--- config.mk ---
export PLATFORM = sky130hd
export DESIGN_NAME = and_or_issuer
export DESIGN_NICKNAME = d
export VERILOG_FILES = /design/src/rtl/and_or_pkg.sv /design/src/rtl/and_or_expect.sv /design/src/rtl/and_or_issuer.sv
export SDC_FILE = /design/constraint.sdc
export NUM_CORES = 1
export LEC_CHECK = 0
export CORE_UTILIZATION = 68
export CTS_BUF_LIST = sky130_fd_sc_hd__clkbuf_4
export CTS_CLUSTER_SIZE = 10
export DETAILED_ROUTE_END_ITERATION = 6
export DONT_BUFFER_PORTS = 1
export PLACE_DENSITY = 0.84
export RECOVER_POWER = 25
export SYNTH_ARGS = -nofsm -noshare
export SYNTH_HDL_FRONTEND = slang
export SYNTH_SLANG_ARGS = --single-unit
export TNS_END_PERCENT = 30
--- constraint.sdc ---
create_clock -name clk -period 1.95 [get_ports clk]
set_input_delay 0.195 -clock clk [delete_from_list [all_inputs] [get_ports clk]]
set_output_delay 0.195 -clock clk [all_outputs]
set_load 0.01 [all_outputs]
--- src/rtl/and_or_pkg.sv ---
// Op codes, FSM encoding and default width shared by the and_or unit, its issuer and the bench.
package and_or_pkg;

    localparam int DEFAULT_DATA_W = 4;

    localparam logic [1:0] OP_NONE = 2'b00;
    localparam logic [1:0] OP_AND  = 2'b01;
    localparam logic [1:0] OP_OR   = 2'b10;
    localparam logic [1:0] OP_BOTH = 2'b11;

    typedef enum logic [1:0] {
        IDLE  = 2'd0,
        ISSUE = 2'd1,
        RESP  = 2'd2
    } issuerState_t;

    function automatic logic isLegalOp(input logic [1:0] op);
        return (op == OP_AND) || (op == OP_OR);
    endfunction

endpackage

--- src/rtl/and_or_expect.sv ---
// Combinational model of the and_or result: bit 0 is the AND/OR of "operand is non-zero".
// No state, no latency, no flow control.
module and_or_expect
    import and_or_pkg::*;
#(
    parameter int DATA_W = DEFAULT_DATA_W
) (
    input  logic [DATA_W-1:0] aIn,
    input  logic [DATA_W-1:0] bIn,
    input  logic              doAnd,
    input  logic              doOr,
    output logic [DATA_W-1:0] expOut
);

    always_comb begin
        expOut = '0;
        if (doAnd) begin
            expOut[0] = (|aIn) && (|bIn);
        end else if (doOr) begin
            expOut[0] = (|aIn) || (|bIn);
        end
    end

endmodule

--- src/rtl/and_or_issuer.sv ---
// Sequences one command at a time into the and_or unit and returns its result; legal ops respond at N+2, illegal at N+1.
// Response is held until rspReady; no command is taken while a response is pending. AND_OR_ISSUER_CHECK_EN adds a result check.
module and_or_issuer
    import and_or_pkg::*;
#(
    parameter int DATA_W = DEFAULT_DATA_W,
    parameter int CNT_W  = 8
) (
    input  logic              clk,
    input  logic              rst,
    input  logic              cmdValid,
    output logic              cmdReady,
    input  logic [1:0]        cmdOp,
    input  logic [DATA_W-1:0] cmdA,
    input  logic [DATA_W-1:0] cmdB,
    output logic [DATA_W-1:0] aIn,
    output logic [DATA_W-1:0] bIn,
    output logic              doAnd,
    output logic              doOr,
    input  logic [DATA_W-1:0] unitOut,
    input  logic              unitIsAnd,
    output logic              rspValid,
    input  logic              rspReady,
    output logic [DATA_W-1:0] rspData,
    output logic              rspIsAnd,
    output logic              rspErr,
    output logic [CNT_W-1:0]  opCount
);

    issuerState_t      state;
    issuerState_t      stateNxt;
    logic [DATA_W-1:0] aInNxt;
    logic [DATA_W-1:0] bInNxt;
    logic              doAndNxt;
    logic              doOrNxt;
    logic [DATA_W-1:0] rspDataNxt;
    logic              rspIsAndNxt;
    logic              rspErrNxt;
    logic [CNT_W-1:0]  opCountNxt;

`ifdef AND_OR_ISSUER_CHECK_EN
    // Fed from the held unit inputs, which equal the accepted command during ISSUE.
    logic [DATA_W-1:0] expOut;

    and_or_expect #(
        .DATA_W (DATA_W)
    ) uExpect (
        .aIn    (aIn),
        .bIn    (bIn),
        .doAnd  (doAnd),
        .doOr   (doOr),
        .expOut (expOut)
    );
`endif

    assign cmdReady = (state == IDLE);
    assign rspValid = (state == RESP);

    always_comb begin
        stateNxt    = state;
        aInNxt      = aIn;
        bInNxt      = bIn;
        doAndNxt    = doAnd;
        doOrNxt     = doOr;
        rspDataNxt  = rspData;
        rspIsAndNxt = rspIsAnd;
        rspErrNxt   = rspErr;
        opCountNxt  = opCount;

        case (state)
            IDLE: begin
                if (cmdValid) begin
                    if (isLegalOp(cmdOp)) begin
                        aInNxt   = cmdA;
                        bInNxt   = cmdB;
                        doAndNxt = (cmdOp == OP_AND);
                        doOrNxt  = (cmdOp == OP_OR);
                        stateNxt = ISSUE;
                    end else begin
                        // Illegal ops never reach the unit; answer immediately with an error.
                        rspDataNxt  = '0;
                        rspIsAndNxt = 1'b0;
                        rspErrNxt   = 1'b1;
                        stateNxt    = RESP;
                    end
                end
            end

            ISSUE: begin
                rspDataNxt  = unitOut;
                rspIsAndNxt = unitIsAnd;
                // doAnd still holds (op == AND) for the command being issued.
                rspErrNxt   = (unitIsAnd != doAnd);
`ifdef AND_OR_ISSUER_CHECK_EN
                rspErrNxt   = rspErrNxt || (unitOut != expOut);
`endif
                aInNxt      = '0;
                bInNxt      = '0;
                doAndNxt    = 1'b0;
                doOrNxt     = 1'b0;
                stateNxt    = RESP;
            end

            RESP: begin
                if (rspReady) begin
                    opCountNxt = opCount + CNT_W'(1);
                    stateNxt   = IDLE;
                end
            end

            default: begin
                stateNxt = IDLE;
            end
        endcase
    end

    always_ff @(posedge clk) begin
        if (rst) begin
            state    <= IDLE;
            aIn      <= '0;
            bIn      <= '0;
            doAnd    <= 1'b0;
            doOr     <= 1'b0;
            rspData  <= '0;
            rspIsAnd <= 1'b0;
            rspErr   <= 1'b0;
            opCount  <= '0;
        end else begin
            state    <= stateNxt;
            aIn      <= aInNxt;
            bIn      <= bInNxt;
            doAnd    <= doAndNxt;
            doOr     <= doOrNxt;
            rspData  <= rspDataNxt;
            rspIsAnd <= rspIsAndNxt;
            rspErr   <= rspErrNxt;
            opCount  <= opCountNxt;
        end
    end

    doSelExclusive: assert property (@(posedge clk) disable iff (rst) !(doAnd && doOr));

endmodule

# Word-level counts from Yosys, hierarchy flattened
# Cells that the tools add are included.
totals:
  regBits: 26
  inputBits: 19
  word_cells: 51
op_classes:
  n_addsub: 1
  n_eq_ne: 9
  mux: 25
  reduce_logical: 7
ops:
  columns: ["cell", "n"]
  rows:
  - ["$mux 4", 6]
  - ["$pmux 4 s2", 3]
  - ["$add 8x1->8 const B", 1]
  - ["$mux 1", 8]
  - ["$pmux 1 s2", 4]
  - ["$mux 2", 3]
  - ["$pmux 2 s3", 1]
  - ["$reduce_and 3->1", 2]
  - ["$eq 2x1->1 const B", 2]
  - ["$eq 2x2->1 const B", 2]
  - ["$ne 2x1->1 const B", 2]
  - ["$ne 2x2->1 const B", 2]
  - ["$reduce_and 2->1", 2]
  - ["$logic_not 2->1", 1]
  - ["$reduce_bool 2->1", 1]
  - ["$logic_or 1x1->1", 1]
  - ["$ne 1x1->1", 1]

# Longest topological paths before layout
logic_depth:
  word_depth: 5
  mapped_depth: 7
  ltp_nobuf: 6

# Worst setup path after synthesis
# OpenSTA, ideal clock, no wires.
synth_timing:
  kind: "in2reg"
  from: "input port cmdOp[0]"
  to: "register rspErr"
  setup_ps: 95
  arrival_time_ps: 1218
  t_required_ps: 1855
  slack_ps: 637
  stages: 6
  n_path_buf: 1
  path_cell_list: "inv_1 ha_1 a21oi_1 or2_2 clkbuf_1 a221oi_1"
synth_between:
  elab_chain_cells: 4
  elab_cells_between_ends: 5
  cone_classes: "3 x eq/ne; 2 x reduce/logical"
synth_rtl:
  columns: ["item", "line", "source"]
  rows:
  - ["start, declared", "and_or_issuer.sv:13", "input logic [1:0] cmdOp,"]
  - ["$eq 2x1->1 or $eq 2x2->1 (tied branches)", "and_or_pkg.sv:18", "return (op == OP_AND) || (op == OP_OR);"]
  - ["$logic_or 1x1->1 (*)", "and_or_pkg.sv:18", null]
  - ["$ne 2x2->1 (no source line) (*)", null, null]
  - ["$reduce_and 3->1 (no source line) (*)", null, null]
  - ["end signal, assigned", "and_or_issuer.sv:136", "rspErr <= rspErrNxt;"]
  - ["end, declared", "and_or_issuer.sv:26", "output logic rspErr,"]
# Mark *: on every way between the ends. The rest lies on a longest branch, timed or not.
# A chain may end at the register's enable or synchronous reset.

# Worst setup path in the final report
layout_timing:
  from: "register state[1]"
  to: "register opCount[0]"
layout_between:
  elab_chain_cells: 2
layout_rtl:
  columns: ["item", "line", "source"]
  rows:
  - ["start, declared", "and_or_issuer.sv:30", "issuerState_t state;"]
  - ["start signal, assigned", "and_or_issuer.sv:129", "state <= stateNxt;"]
  - ["$eq 2x2->1", null, null]
  - ["via rspValid", "and_or_issuer.sv:22", "output logic rspValid,"]
  - ["$reduce_and 2->1 (no source line)", null, null]
  - ["end signal, assigned", "and_or_issuer.sv:137", "opCount <= opCountNxt;"]
  - ["end, declared", "and_or_issuer.sv:27", "output logic [CNT_W-1:0] opCount"]
# The timed path passes the listed nets, and every way through them passes these cells.

==> flow_metrics.env <==
export IMPL_grt_ovfl_total=0
export IMPL_cts_htree_levels=1
export IMPL_io_pins=45
export IMPL_leakagePower_nw=0.404
export IMPL_max_freq_mhz=722
export IMPL_r2r_slack_ns=0.57
export IMPL_dp_hpwl_um=1230
export IMPL_postRouteAntennaNets=0
export IMPL_start_util=0.756
export IMPL_cp_end_kind="flop"
export IMPL_cts_tree="built"
export IMPL_status="finished, final reports clean"
export IMPL_fin_nets=131
export IMPL_p_per_area_mw_per_mm2=838
export IMPL_power_frac_seq=0.659
export IMPL_dieArea_mm2=0.00166
export IMPL_worst_pin_slew_ns=0.852
export IMPL_ys_ff_latch=26
export IMPL_die_w_um=40.8
export IMPL_worstSetupPathType="flop to flop"
export IMPL_required_ns=2.13
export IMPL_grt_setup_unrepaired="false"
export IMPL_fin_util=0.777
export IMPL_critPathArrivalTime_ns=1.56
export IMPL_peakVddDrop_mv=0.604
export IMPL_port_buffers=0
export IMPL_setup_viol=0
export IMPL_drc=0
export IMPL_cp_max_fo=6
export IMPL_routabilityCongestion=0.630
export IMPL_hold_viol_final=0
export IMPL_clkPwrFrac=0.247
export IMPL_cp_start_kind="flop"
export IMPL_ys_types=27
export IMPL_cts_repair_resized=0
export IMPL_p_comb_frac=0.094
export IMPL_tns_ns=0
export IMPL_critPathLaunch="state[1]$_SDFFE_PP0P_"
export IMPL_diodes=0
export IMPL_cts_sinks=26
export IMPL_syn_inst=108
export IMPL_initialDrtViolationCount=17
export IMPL_syn_area_mm2=0.00102
export IMPL_die_y_um=40.8
export IMPL_clk_latency_ns=0.30
export IMPL_drt_vias_per_instance=6.15
export IMPL_wirelength_um=1720
export IMPL_seq_area_frac_synth=0.510
export IMPL_core_mm2=0.00135
export IMPL_grt_pass1_wl_um=2210
export IMPL_r2r_start="state[1]$_SDFFE_PP0P_"
export IMPL_max_slew_margin_rel=0.430
export IMPL_cts_setup_buffers=0
export IMPL_grt_max_degree=26
export IMPL_synth_nets=130
export IMPL_antenna_found_initial=0
export IMPL_grt_total_usage=0.204
export IMPL_routedWlPerCell_um=14.0
export IMPL_area_growth_pct=2.70
export IMPL_sw_frac_of_total=0.248
export IMPL_power_internal_uw=660
export IMPL_drt_pass1_iterations=4
export IMPL_drv_cap=0
export IMPL_cts_buffers=3
export IMPL_min_delay_start="unitOut[3]"
export IMPL_finalMaxSlewViolations=0
export IMPL_rows=13
export IMPL_cts_buffer_depth=2
export IMPL_period_share=0.710
export IMPL_drive_gt1_frac=0.0648
export IMPL_hp_class="input pin to flop"
export IMPL_via_count=756
export IMPL_finClkSkew_ns=0.00389
export IMPL_fin_crit_ns=1.38
export IMPL_syn_area_per_cell_um2=9.45
export IMPL_ys_warn_count=0
export IMPL_clock_root_buffer="clkbuf_4"
export IMPL_clkTransAtPathRegs_ns=0.13
export IMPL_grt_pass1_vias=608
export IMPL_p_switching_uw=218
kinds of logic (layout without fill, tap and decap cells):
kind of cell             Yosys count  count (layout)  synth area share
AO/OA/AOI/OAI                     23              23             0.162
XOR/XNOR                           6               6            0.0515
adder cells (fa/ha/maj)            3               3            0.0368
buffers and inverters              8               8            0.0380
flip-flops                        26              26             0.510
AND/OR/NAND/NOR                   42              42             0.202
cell usage in the layout, fill, tap and decap left out, drive strengths merged:
cell type    netlist  routed
dlygate4sd3        0       1
nor2b              5       5
xor2               5       5
inv                3       3
a21o               1       1
or3                1       1
and2               1       1
nand2b             1       1
a22oi             15      15
o21ai              1       1
a221oi             1       1
and4b              1       1
a21oi              4       4
dfxtp             26      26
nand3              4       4
ha                 3       3
nor3               1       1
xnor2              1       1
o21bai             1       1
clkbuf             3       3
and4               1       1
clkinv             0       1
nand4              1       1
nor2              21      21
or2                1       1
nand2              4       4
cells in the mapped netlist:
library cell / number / area, µm²
nor2_1: 21 / 78.8
nand3_1: 3 / 15.0
nor3_1: 1 / 5.00
dfxtp_1: 26 / 521
inv_1: 3 / 11.3
or2_2: 1 / 6.26
xnor2_1: 1 / 8.76
buf_2: 1 / 5.00
clkbuf_1: 3 / 11.3
o21bai_2: 1 / 11.3
nand2b_1: 1 / 6.26
buf_6: 1 / 11.3
a21o_1: 1 / 7.51
nand2_1: 4 / 15.0
a221oi_1: 1 / 8.76
and4b_2: 1 / 11.3
a21oi_1: 4 / 20.0
xor2_1: 5 / 43.8
a22oi_1: 15 / 113
and4_1: 1 / 8.76
or3_1: 1 / 6.26
ha_1: 3 / 37.5
nor2b_1: 5 / 31.3
and2_1: 1 / 6.26
o21ai_0: 1 / 5.00
nand3_2: 1 / 10.0
nand4_1: 1 / 6.26
path summary, 6_finish.rpt:
check | end | depth (start not counted)
hold / removal | rspData[3]$_SDFFE_PP0P_ | 2
setup / recovery | opCount[0]$_SDFFE_PP0P_ | 4
hold reg to reg | rspErr$_SDFFE_PP0P_ | 2
setup reg to reg | opCount[0]$_SDFFE_PP0P_ | 4
cell type report:
type / count / area (µm²)
clock inverter: 1 / 3.75
tap: 15 / 18.8
clock buffer: 3 / 22.5
sequential: 26 / 520
inverter: 3 / 11.3
timing repair buffer: 1 / 10.0
multi-input combinational: 74 / 462
fill: 98 / 302
per-stage QoR:
step	hold WS [ns]	power (mW)	worst slack, ns	instance area [µm²]	instances
5_1_grt	0.0125	0.923	0.470	1050	123
4_1_cts	0.0316	0.885	0.568	1050	123
3_5_place_dp	0.268	0.664	0.557	1010	118
3_3_place_gp	0.267	0.661	0.595	1010	118
6_report	0.0404	0.878	0.565	1050	123
2_1_floorplan	0.343	0.660	0.637	1020	108
critical path, stage by stage, from the launching register on:
cell	delay [ns]
dfxtp_1	0.43
nor2b_1	0.46
nand2_1	0.16
xor2_1	0.17
nor2_1	0.05
repair_timing:
action                     4_1_cts  5_1_grt
setup endpoints to repair        0        0
hold buffers                     1        0
hold endpoints to repair        25        0
sequential cells by signal, indices dropped and copies added, names as in the netlist:
register and count:
opCount 8, rspErr 1, doAnd 1, rspData 4
doOr 1, state 2, aIn 4, rspIsAnd 1
bIn 4
metal layers:
layer / up-vias / track usage / part of all wire
li1: 373 / - / -
met1: 350 / 0.219 / 0.43
met2: 31 / 0.357 / 0.50
met3: 2 / 0.0652 / 0.062
met4: 0 / 0.100 / 0.0064
met5: - / 0 / 0
power groups by stage:
stage / registers [mW] / clock network (mW) / logic (mW)
2_1_floorplan: 0.586 / 0 / 0.0741
3_3_place_gp: 0.590 / 0 / 0.0710
3_5_place_dp: 0.590 / 0 / 0.0739
4_1_cts: 0.579 / 0.223 / 0.0825
5_1_grt: 0.583 / 0.250 / 0.0905
6_report: 0.579 / 0.217 / 0.0825
Power figures use the tool's default switching activity.
